**src/rtl/safe_pkg.sv**
```systemverilog
// Shared sender state encoding, PIN geometry and the reference PIN used by benches.
package safe_pkg;

    localparam int          PIN_BYTES = 4;
    localparam int          BYTE_W    = 8;
    localparam logic [31:0] REF_PIN   = 32'hBAADC0DE;

    typedef enum logic [2:0] {
        S_IDLE,
        S_SEND,
        S_GAP,
        S_WAIT,
        S_RESET_SAFE,
        S_DONE
    } sender_state_e;

    // Most significant byte goes out first.
    function automatic logic [BYTE_W-1:0] pin_byte(input logic [31:0] code, input logic [1:0] idx);
        logic [BYTE_W-1:0] b;
        case (idx)
            2'd0:    b = code[31:24];
            2'd1:    b = code[23:16];
            2'd2:    b = code[15:8];
            default: b = code[7:0];
        endcase
        return b;
    endfunction

endpackage

```
**src/rtl/pin_serializer.sv**
```systemverilog
// Emits the four PIN bytes of a candidate with GAP idle cycles between them.
// load presents byte 0 on the next cycle; last marks the fourth byte.
module pin_serializer
    import safe_pkg::*;
#(
    parameter int GAP = 0
) (
    input  logic              clk,
    input  logic              reset,
    input  logic              load,
    input  logic [31:0]       code,
    output logic [BYTE_W-1:0] dout,
    output logic              dout_valid,
    output logic              last,
    output logic              valid_next
);

    localparam logic [7:0] GAP_CYC = 8'(GAP);

    logic [1:0]        idx_q, idx_d;
    logic [7:0]        gap_cnt_q, gap_cnt_d;
    logic              active_q, active_d;
    logic [BYTE_W-1:0] dout_q, dout_d;
    logic              dout_valid_q, dout_valid_d;
    logic              last_q, last_d;

    always_comb begin
        idx_d        = idx_q;
        gap_cnt_d    = gap_cnt_q;
        active_d     = active_q;
        dout_d       = '0;
        dout_valid_d = 1'b0;
        last_d       = 1'b0;
        if (load) begin
            active_d     = 1'b1;
            idx_d        = 2'd1;
            gap_cnt_d    = GAP_CYC;
            dout_d       = pin_byte(code, 2'd0);
            dout_valid_d = 1'b1;
        end else if (active_q) begin
            if (last_q) begin
                active_d = 1'b0;
            end else if (gap_cnt_q != 8'd0) begin
                gap_cnt_d = gap_cnt_q - 8'd1;
            end else begin
                dout_d       = pin_byte(code, idx_q);
                dout_valid_d = 1'b1;
                last_d       = (idx_q == 2'd3);
                idx_d        = idx_q + 2'd1;
                gap_cnt_d    = GAP_CYC;
            end
        end
    end

    always_ff @(posedge clk) begin
        if (reset) begin
            idx_q        <= '0;
            gap_cnt_q    <= '0;
            active_q     <= 1'b0;
            dout_q       <= '0;
            dout_valid_q <= 1'b0;
            last_q       <= 1'b0;
        end else begin
            idx_q        <= idx_d;
            gap_cnt_q    <= gap_cnt_d;
            active_q     <= active_d;
            dout_q       <= dout_d;
            dout_valid_q <= dout_valid_d;
            last_q       <= last_d;
        end
    end

    assign dout       = dout_q;
    assign dout_valid = dout_valid_q;
    assign last       = last_q;
    assign valid_next = dout_valid_d;

endmodule

```
**src/rtl/pin_sender.sv**
```systemverilog
// Sends a 32-bit PIN bytewise to a safe and waits for it to unlock.
// Define PIN_SENDER_SWEEP_EN to enable brute-force sweeping of successive candidates.
module pin_sender
    import safe_pkg::*;
#(
    parameter int GAP     = 0,
    parameter int TIMEOUT = 2
) (
    input  logic              clk,
    input  logic              reset,
    input  logic              start,
    input  logic [31:0]       code,
    input  logic              sweep,
    input  logic              unlocked,
    output logic [BYTE_W-1:0] dout,
    output logic              dout_valid,
    output logic              safe_reset,
    output logic              busy,
    output logic              done,
    output logic              success,
    output logic [31:0]       found_code
);

`ifdef PIN_SENDER_SWEEP_EN
    localparam logic SWEEP_EN = 1'b1;
`else
    localparam logic SWEEP_EN = 1'b0;
`endif
    localparam logic [7:0] TMO_CYC = 8'(TIMEOUT);

    sender_state_e state_q, state_d;
    logic [31:0]   cand_q, cand_d;
    logic [31:0]   found_code_q, found_code_d;
    logic [7:0]    wait_cnt_q, wait_cnt_d;
    logic          sweep_q, sweep_d;
    logic          busy_q, busy_d;
    logic          done_q, done_d;
    logic          success_q, success_d;
    logic          safe_reset_q, safe_reset_d;
    logic          ser_load, ser_last, ser_valid, ser_valid_next, ser_last_flag;

    always_comb begin
        state_d      = state_q;
        cand_d       = cand_q;
        found_code_d = found_code_q;
        wait_cnt_d   = wait_cnt_q;
        sweep_d      = sweep_q;
        busy_d       = busy_q;
        success_d    = success_q;
        done_d       = 1'b0;
        safe_reset_d = 1'b0;
        ser_load     = 1'b0;
        case (state_q)
            S_IDLE: if (start) begin
                cand_d       = code;
                sweep_d      = sweep & SWEEP_EN;
                busy_d       = 1'b1;
                success_d    = 1'b0;
                found_code_d = '0;
                ser_load     = 1'b1;
                state_d      = S_SEND;
            end
            S_SEND, S_GAP: begin
                if (ser_last) begin
                    state_d    = S_WAIT;
                    wait_cnt_d = TMO_CYC;
                end else begin
                    state_d = ser_valid_next ? S_SEND : S_GAP;
                end
            end
            S_WAIT: begin
                if (unlocked) begin
                    state_d      = S_DONE;
                    done_d       = 1'b1;
                    success_d    = 1'b1;
                    found_code_d = cand_q;
                end else if (wait_cnt_q == 8'd1) begin
                    // All-ones is the last candidate: never wrap back to zero.
                    if (sweep_q && cand_q != '1) begin
                        state_d      = S_RESET_SAFE;
                        safe_reset_d = 1'b1;
                    end else begin
                        state_d      = S_DONE;
                        done_d       = 1'b1;
                        found_code_d = cand_q;
                    end
                end else begin
                    wait_cnt_d = wait_cnt_q - 8'd1;
                end
            end
            S_RESET_SAFE: begin
                cand_d   = cand_q + 32'd1;
                ser_load = 1'b1;
                state_d  = S_SEND;
            end
            S_DONE: begin
                busy_d  = 1'b0;
                state_d = S_IDLE;
            end
            default: state_d = S_IDLE;
        endcase
    end

    always_ff @(posedge clk) begin
        if (reset) begin
            state_q      <= S_IDLE;
            cand_q       <= '0;
            found_code_q <= '0;
            wait_cnt_q   <= '0;
            sweep_q      <= 1'b0;
            busy_q       <= 1'b0;
            done_q       <= 1'b0;
            success_q    <= 1'b0;
            safe_reset_q <= 1'b0;
        end else begin
            state_q      <= state_d;
            cand_q       <= cand_d;
            found_code_q <= found_code_d;
            wait_cnt_q   <= wait_cnt_d;
            sweep_q      <= sweep_d;
            busy_q       <= busy_d;
            done_q       <= done_d;
            success_q    <= success_d;
            safe_reset_q <= safe_reset_d;
        end
    end

    pin_serializer #(.GAP(GAP)) u_ser (
        .clk        (clk),
        .reset      (reset),
        .load       (ser_load),
        .code       (cand_d),
        .dout       (dout),
        .dout_valid (ser_valid),
        .last       (ser_last_flag),
        .valid_next (ser_valid_next)
    );

    assign ser_last   = ser_valid & ser_last_flag;
    assign dout_valid = ser_valid;
    assign safe_reset = safe_reset_q & SWEEP_EN;
    assign busy       = busy_q;
    assign done       = done_q;
    assign success    = success_q;
    assign found_code = found_code_q;

endmodule

```
**config.mk**
```make
export PLATFORM = sky130hd
export DESIGN_NAME = pin_sender
export DESIGN_NICKNAME = d
export VERILOG_FILES = /design/src/rtl/safe_pkg.sv /design/src/rtl/pin_serializer.sv /design/src/rtl/pin_sender.sv
export SDC_FILE = /design/constraint.sdc
export NUM_CORES = 1
export LEC_CHECK = 0
export BUFFER_PORTS_ARGS = -buffer_cell sky130_fd_sc_hd__buf_2
export CAP_MARGIN = 20
export CORE_MARGIN = 1
export CORE_UTILIZATION = 40
export DETAILED_ROUTE_END_ITERATION = 8
export MAX_ROUTING_LAYER = met4
export PLACE_DENSITY_LB_ADDON = 0.08
export SLEW_MARGIN = 15
export SYNTH_ARGS = -nofsm -noshare
export SYNTH_HDL_FRONTEND = slang
export SYNTH_SLANG_ARGS = --single-unit
```
**constraint.sdc**
```tcl
create_clock -name clk -period 2.6 [get_ports clk]
set_input_delay 0.26 -clock clk [delete_from_list [all_inputs] [get_ports clk]]
set_output_delay 0.26 -clock clk [all_outputs]
set_load 0.03 [all_outputs]
```
==> results of run 1 <==
[per-stage QoR]
step / setup WS, ps / cells
final: 134 / 1065
after global routing: 21.0 / 1065
after CTS: 121 / 1065
after detailed placement: 147 / 1050
after global placement: 154 / 1050
after floorplan: 468 / 781
[cell usage after synthesis, types with 5 or more instances]
cell type / n / share of area, %
mux2i_1: 11 / 1.9
a211oi_1: 8 / 1.0
or3_1: 11 / 1.2
and3_1: 12 / 1.3
a311oi_1: 7 / 1.0
dfxtp_1: 99 / 34
nand2_1: 69 / 4.4
xnor2_1: 8 / 1.2
inv_1: 19 / 1.2
nand3_1: 22 / 1.9
o22ai_1: 14 / 1.5
nor2_1: 127 / 8.1
buf_1: 8 / 0.51
nor4_1: 14 / 1.5
buf_2: 23 / 2.0
and2_1: 17 / 1.8
a2bb2oi_1: 10 / 1.5
a21oi_1: 70 / 5.9
ha_1: 8 / 1.7
a221oi_1: 5 / 0.74
nand4_1: 15 / 1.6
o21ai_0: 26 / 2.2
nor2b_1: 6 / 0.64
clkbuf_1: 33 / 2.1
xor2_1: 6 / 0.89
nor3_1: 25 / 2.1
and4_1: 9 / 1.3
[report_power, final]
group          internal (uW)  switching [uW]
Clock                    988             593
Sequential              1630             139
Combinational            535             849
[what timing repair did]
item | in CTS | in global routing
setup endpoints to repair | 0 | 2
hold buffers | 0 | 0
gates resized for setup | 0 | 1
[cell usage in the layout, fill, tap and decap left out, drive strengths merged, types with 19 or more instances in the layout]
master | netlist | layout
nor2 | 127 | 127
dfxtp | 99 | 99
nand3 | 25 | 25
a21oi | 71 | 71
o21ai | 28 | 28
nand2 | 70 | 70
nand4 | 19 | 19
nor3 | 27 | 27
inv | 19 | 19
buf | 34 | 152
[routing by layer]
layer	vias up	global-route usage [%]	part of all wire (%)
li1	3009	-	-
met2	236	45.1	45
met5	-	-	0
met1	3077	39.1	45
met3	52	6.23	6.6
met4	0	13.6	3.7
[worst reg2reg max path: cells and delay by family, from the launching register on]
family           cells  cell delay (ps)
AO/OA/AOI/OAI        3              820
flip-flops           1              490
AND/OR/NAND/NOR      3             1050
[registers in the layout, summed over array words and instances, names as in the netlist, 2 cells and up]
signal / cells
wait_cnt_q: 8
cand_q: 32
u_ser.dout: 8
u_ser.gap_cnt_q: 8
state_q: 3
u_ser.idx_q: 2
found_code: 32
[cell type report]
cell class / instances / area share, %
flip-flops and latches: 99 / 27.7
inverters: 19 / 0.998
clock inverters: 4 / 1.37
repair buffers: 152 / 13.2
clock buffers: 11 / 3.54
multi-input cells: 596 / 49.9
well taps: 184 / 3.22
[cell families (layout without fill, tap and decap cells)]
logic type | Yosys count | count (layout)
AO/OA/AOI/OAI | 196 | 196
XOR/XNOR | 14 | 14
adder cells (fa/ha/maj) | 8 | 8
buffers and inverters | 86 | 186
flip-flops | 99 | 99
multiplexers | 14 | 14
other | 1 | 1
AND/OR/NAND/NOR | 363 | 363
[how the worst min path moves through the flow]
stage                              start             end  slack (ps)  cells past startpoint
after global routing             code[3]       cand_q[3]         250                      3
after detailed placement  found_code[13]  found_code[13]         470                      2
after global placement    found_code[16]  found_code[16]         460                      2
after floorplan                  code[3]       cand_q[3]         440                      2
after CTS                        code[3]       cand_q[3]         220                      3
final                           unlocked         success         230                      3
==> key figures, run 1 <==
Status
  • Outcome: complete, no violations

Setup path
  • Critical path class: reg -> reg
  • Worst path required time: 2840 ps
  • Crit Path Max Fanout: 8
  • FF-to-FF Start: cand_q[14]
  • CP max stage delay: around 490 ps
  • Critical path data arrival time: 2700 ps
  • Critical Path End Type: register
  • Reg2reg setup slack: 130 ps
  • Reg2Reg Capture Point: u_ser.dout[2]
  • R2R cell count: 6
  • Worst Setup SP: cand_q[14]
  • Slowest-stage cell, CP: dfxtp_1
  • Total stage count of the critical path: 6
  • WP buf/inv: 0
  • Family with the most delay on the worst path: simple AND/OR/NAND/NOR gates
  • Cells along the critical path: and4_1 -> nand4_4 -> o311a_1 -> o21ai_0 -> a31oi_1 -> or3_1
  • Worst setup endpoint: u_ser.dout[2]
  • CP startpoint kind: register

Layout
  • Inserted Diodes: 0
  • Finished Cell Area: 7150 sq um
  • Util after Layout: 49.4%
  • Filler instances: 1444
  • Area of the multi-input gates: 3570 sq um
  • Final net count: 922
  • P&R area growth vs syn: 21.2%
  • Layout cells sized above 1: between 20% and 30%
  • Sequential cell area: approximately 2000 sq um

Detailed routing
  • Iteration-0 DRC Markers: between 400 and 500
  • Vias per cell: 5.98
  • Router iterations before antenna repair: 5
  • Avg WL per Cell: between 20 and 25 um
  • Total wire length: 21.8 mm
  • DR DRC count: 0
  • Routed Antenna Nets: 0
  • Via count: 6374

Pwr
  • Pleak: slightly below 0.003 uW
  • Total power: between 4000 and 5000 uW
  • Max IR drop VDD: 0.000357 V
  • Power density over the cells: 663 nW/um^2

Timing
  • Minimum clock period: approximately 2500 ps
  • Clock Skew: 6.25 ps
  • Final Hold Fails: 0
  • Hold WS: 229 ps
  • Final worst path period share: between 90% and 100%
  • Setup violators final: 0
  • Slew Limit Fails: 0
  • Fmax: 405 MHz
  • RSZ-0062 raised after global routing: false
  • Worst-Margin Slew: 707 ps
  • Slew Limit Headroom: a little over half
  • Fin Setup TNS: 0 ps

Synthesis
  • Multiplexer area fraction after synthesis: 2.50%
  • Avg Inst Size Synth: 7.55 sq um
  • Synthesized flop and latch total: 99
  • Adder-Cell Fraction of Synth Area: under 10%
  • XOR/XNOR Fraction of Synth Area: 2.08%
  • Synth unique cells: 82
  • Syn Std Cell Area: 5900 sq um
  • Yosys warning count: 0
  • Synth Net Count: 826
  • Synth Area in Compound Gates: 22.0%
  • Register area share after synthesis: 33.6%
  • Post-synth EDFFs: 0
  • Main synth FF type: dfxtp_1
  • Post-synth ARST share: 0%
  • Post-Synth Simple-Gate Area: 31.9%
  • Syn Inst Count: 781
  • Largest family of logic cells by synthesized area: simple AND/OR/NAND/NOR gates

Clocking
  • Clock Path Buffers: 2
  • Reg clk slew, reported paths: 70 ps
  • Worst-skew pair later-pin latency: 360 ps
  • Num CTS Buffers: 9
  • CTS tree: done
  • CTS sink cnt: 99
  • Clock Tree Root: clkbuf_16
  • Number of post-CTS setup repair buffers: 0
  • H-tree depth: 3

GRT
  • Number of global-route vias before repair: 5734
  • Total grt overflow: 0
  • Global-route wire length before repair: 33.0 mm
  • Largest net degree at the start of global routing: 40
  • Total track usage: 30.2%
  • Initial antenna violation count: 0

Die
  • Core box area: 14500 sq um
  • Row cnt: 44
  • Die width: 123 um
  • Die Ht: 123 um
  • Initial Utilization: 40.7%
  • Die Area: 15200 sq um
  • IO Count: 82

Placement
  • Placed wire-length estimate: 16.5 mm
  • Port Buffers: 79
  • Placed inst area: 6800 sq um
  • Routability Congestion: 0.955

Worst hold path
  • Worst min path class: in -> reg

Job
  • Max Cap Violations: 0
No activity file was read; power rests on OpenSTA's default activity.
==> inputs of run 2 (changes only) <==
--- a/config.mk
+++ b/config.mk
@@ -15,4 +15,5 @@
 export SLEW_MARGIN = 15
 export SYNTH_ARGS = -nofsm -noshare
 export SYNTH_HDL_FRONTEND = slang
+export SYNTH_HIERARCHICAL = 1
 export SYNTH_SLANG_ARGS = --single-unit
==> constraint.sdc (replaced) <==
create_clock -name clk -period 2.5 [get_ports clk]
set_input_delay 0.25 -clock clk [delete_from_list [all_inputs] [get_ports clk]]
set_output_delay 0.25 -clock clk [all_outputs]
set_load 0.03 [all_outputs]
==> run 2 against run 1 <==
  * Count of clock-buffer cells in the layout increased by 1
  * Clock skew rose by 0.92 ps
  * Synthesized cell count down 15%
  * Fmax is 0.83% lower
  * First-iteration DRC count decreased by 13%
  * Register-to-register slack got worse by 120 ps
  * Combinational power is 9% lower
  * Setup slack got worse by 120 ps
  * Critical path depth increased by 1
  * Final cell count shrank 11%
  * Via count is 17% lower
  * Largest power group unchanged
==> key figures, run 2 <==
Synthesis
  • Synth Net Count: 706 (-15%)
  • Leading area contributor after synthesis: dfxtp_1
  • Synthesized flop and latch total: 99 (unchanged)
  • Main synth FF type: dfxtp_1
  • Avg Inst Size Synth: 7.83 sq um (+3.6%)
  • Register area share after synthesis: 38.3% (+4.7 points)
  • Commonest cells post-synth: dfxtp_1 (99), nand2_1 (94), nand3_1 (68)
  • Post-synth EDFFs: 0 (unchanged)
  • Share of the synthesized area in the top cell type: 38.3% (+4.7 points)
  • Syn Inst Count: 661 (-15%)
  • Top area cells in the synthesized netlist: dfxtp_1 (38%), nand2_1 (6.8%), nand3_1 (6.6%)
  • Yosys warning count: 6 (+6)
  • Most frequent cell after synthesis: dfxtp_1
  • Post-synth ARST share: 0% (unchanged)
  • Syn Std Cell Area: 5170 sq um (-12%)
  • Synth unique cells: 70 (-15%)

Die
  • Row cnt: 41 (-6.8%)
  • Die Ht: 116 um (-6.2%)
  • Die Area: 13400 sq um (-12%)
  • Die width: 116 um (-6.2%)
  • IO Count: 82 (unchanged)
  • Core box area: 12600 sq um (-13%)
  • Initial Utilization: 41.0% (+0.25 points)

Timing
  • Fin Setup TNS: 0 ps (unchanged)
  • Clock Skew: 7.17 ps (+0.919 ps)
  • Minimum clock period: 2490 ps (+20.7 ps)
  • Setup violators final: 0 (unchanged)
  • Hold WS: 176 ps (-53.2 ps)
  • Worst-Margin Slew: 555 ps (-152 ps)
  • Final Hold Fails: 0 (unchanged)
  • Final worst path period share: 99.5% (+4.6 points)
  • Setup ws final: 12.9 ps (-121 ps)
  • Slew Limit Headroom: 63.0% (+11 points)
  • Slew Limit Fails: 0 (unchanged)
  • Fmax: 402 MHz (-0.83%)
  • RSZ-0062 raised after global routing: true

Worst hold path
  • HP Start: code[12]
  • Worst min path class: in -> reg
  • Worst hold stages: 3 (unchanged)
  • Worst Hold Path EP: cand_q[12]

Detailed routing
  • Vias per cell: 5.59 (-6.6%)
  • Total wire length: 15.9 mm (-27%)
  • Router iterations before antenna repair: 5 (unchanged)
  • Met2 wire length: 7.15 mm (-26%)
  • Met3 WL post-DR: 686 um (-52%)
  • Iteration-0 DRC Markers: 357 (-13%)
  • Via count: 5302 (-17%)
  • DR DRC count: 0 (unchanged)
  • Routed Antenna Nets: 0 (unchanged)
  • M1 wire length: 7.65 mm (-22%)
  • Avg WL per Cell: 16.7 um (-18%)
  • Max Used Layer: met4

Clocking
  • Worst-skew pair later-pin latency: 350 ps (about the same)
  • Reg clk slew, reported paths: 70 ps (about the same)
  • CTS sink cnt: 99 (unchanged)
  • Num CTS Buffers: 9 (unchanged)
  • Clock Path Buffers: 2 (unchanged)
  • Clock Tree Root: clkbuf_16
  • CTS tree: done
  • Hold Buf Count CTS: 0 (unchanged)
  • H-tree depth: 3 (unchanged)

Placement
  • Placed Cells: 930 (-11%)
  • Place WS: -132 ps (-279 ps)
  • Port Buffers: 79 (unchanged)
  • Placed wire-length estimate: 12.0 mm (-27%)
  • Routability Congestion: 0.968 (+1.4%)

Setup path
  • Worst path required time: 2730 ps (-110 ps)
  • CP startpoint kind: register
  • Reg2Reg Capture Point: u_ser/dout[3]
  • R2R cell count: 7 (+1)
  • FF-to-FF Start: state_q[2]
  • Reg2reg setup slack: 10 ps (-120 ps)
  • Crit Path Max Fanout: 6 (-2)
  • Critical path data arrival time: 2720 ps (+20 ps)
  • Critical Path End Type: register
  • Critical path class: reg -> reg

Job
  • Max Cap Violations: 0 (unchanged)

Pwr
  • Power density over the cells: 692 nW/um^2 (+4.4%)
  • Max IR drop VDD: 0.000342 V (-4.1%)
  • Pleak: 0.00262 uW (-10%)

Layout
  • Commonest non-fill, non-tap cell in the layout: nand2_1
  • Layout cells sized above 1: 28.2% (+5.7 points)
  • Inserted Diodes: 0 (unchanged)
  • Most frequent cells in the layout: nand2_1 (93), dfxtp_1 (92), buf_2 (79), buf_4 (66), nand3_1 (64)
  • Final net count: 816 (-11%)
  • Non-Filler Instances: 948 (-11%)
  • P&R area growth vs syn: 28.5%

Status
  • Outcome: complete, no violations

GRT
  • Total track usage: 25.5% (-4.7 points)
  • Number of global-route vias before repair: 4820 (-16%)
  • Global-route wire length before repair: 25.3 mm (-23%)
  • Initial antenna violation count: 0 (unchanged)
  • Largest net degree at the start of global routing: 38 (-5.0%)
  • Total grt overflow: 0 (unchanged)
[run 2: cell type report]
class                   count  area, sq um
fillers                  1261         5970
well taps                 172          215
repair buffers            151         1000
multi-input cells         495         3050
flip-flops and latches     99         2000
inverters                  15         56.3
clock buffers              12          256
clock inverters             4         72.6
[run 2: kinds of logic (layout without fill, tap and decap cells)]
group	Yosys count	after routing	synth area share [%]
simple gates	305	305	30.7
compound gates	165	165	21.0
flops	99	99	38.3
buf+inv	67	182	5.08
fa+ha+maj	9	9	2.13
xor+xnor	8	8	1.35
mux	7	7	1.38
other cells	1	1	0.0725
[run 2: worst max-delay path, stage by stage, from the launching register on]
cell	delay, ps
dfxtp_1	330
or3b_4	400
or4_4	600
o211ai_1	230
o311ai_2	170
a222oi_1	420
o21a_1	160
o21ai_1	50
[run 2: worst max path at each step]
stage / start / end / slack, ps
6_report: state_q[2] / u_ser/dout[3] / 10
5_1_grt: state_q[2] / u_ser/dout[3] / -40
4_1_cts: state_q[0] / u_ser/dout[3] / 0.01
3_5_place_dp: state_q[0] / u_ser/dout[3] / -130
3_3_place_gp: state_q[0] / u_ser/dout[0] / -140
2_1_floorplan: cand_q[8] / u_ser/dout[3] / 70
[run 2: layer usage]
metal	vias to the layer above	GRT usage, %
li1	2645	-
met1	2485	34.5
met2	146	38.7
met3	26	2.72
met4	0	10.8
met5	-	-
[run 2: repair_timing]
action                                  in CTS  in global routing
pin swaps                                    2                 16
endpoints found under the setup margin       5                  8
buffers inserted                             0                  4
resized for setup                            9                 38
hold endpoints to repair                     0                  0
[run 2: through the flow]
step / area (sq um) / power, uW / util [%]
after floorplan: 5170 / 2570 / -
after global placement: 6160 / 3040 / 48.8
after detailed placement: 6160 / 3060 / 48.8
after CTS: 6520 / 4610 / 51.6
after global routing: 6650 / 4840 / 52.7
final: 6650 / 4600 / 52.7
[run 2: power by group]
part           switching, uW  internal [uW]  total [uW]  leakage [uW]
sequential               116           1700        1810      0.000809
clock                    608            931        1540      0.000159
combinational            730            520        1250       0.00165
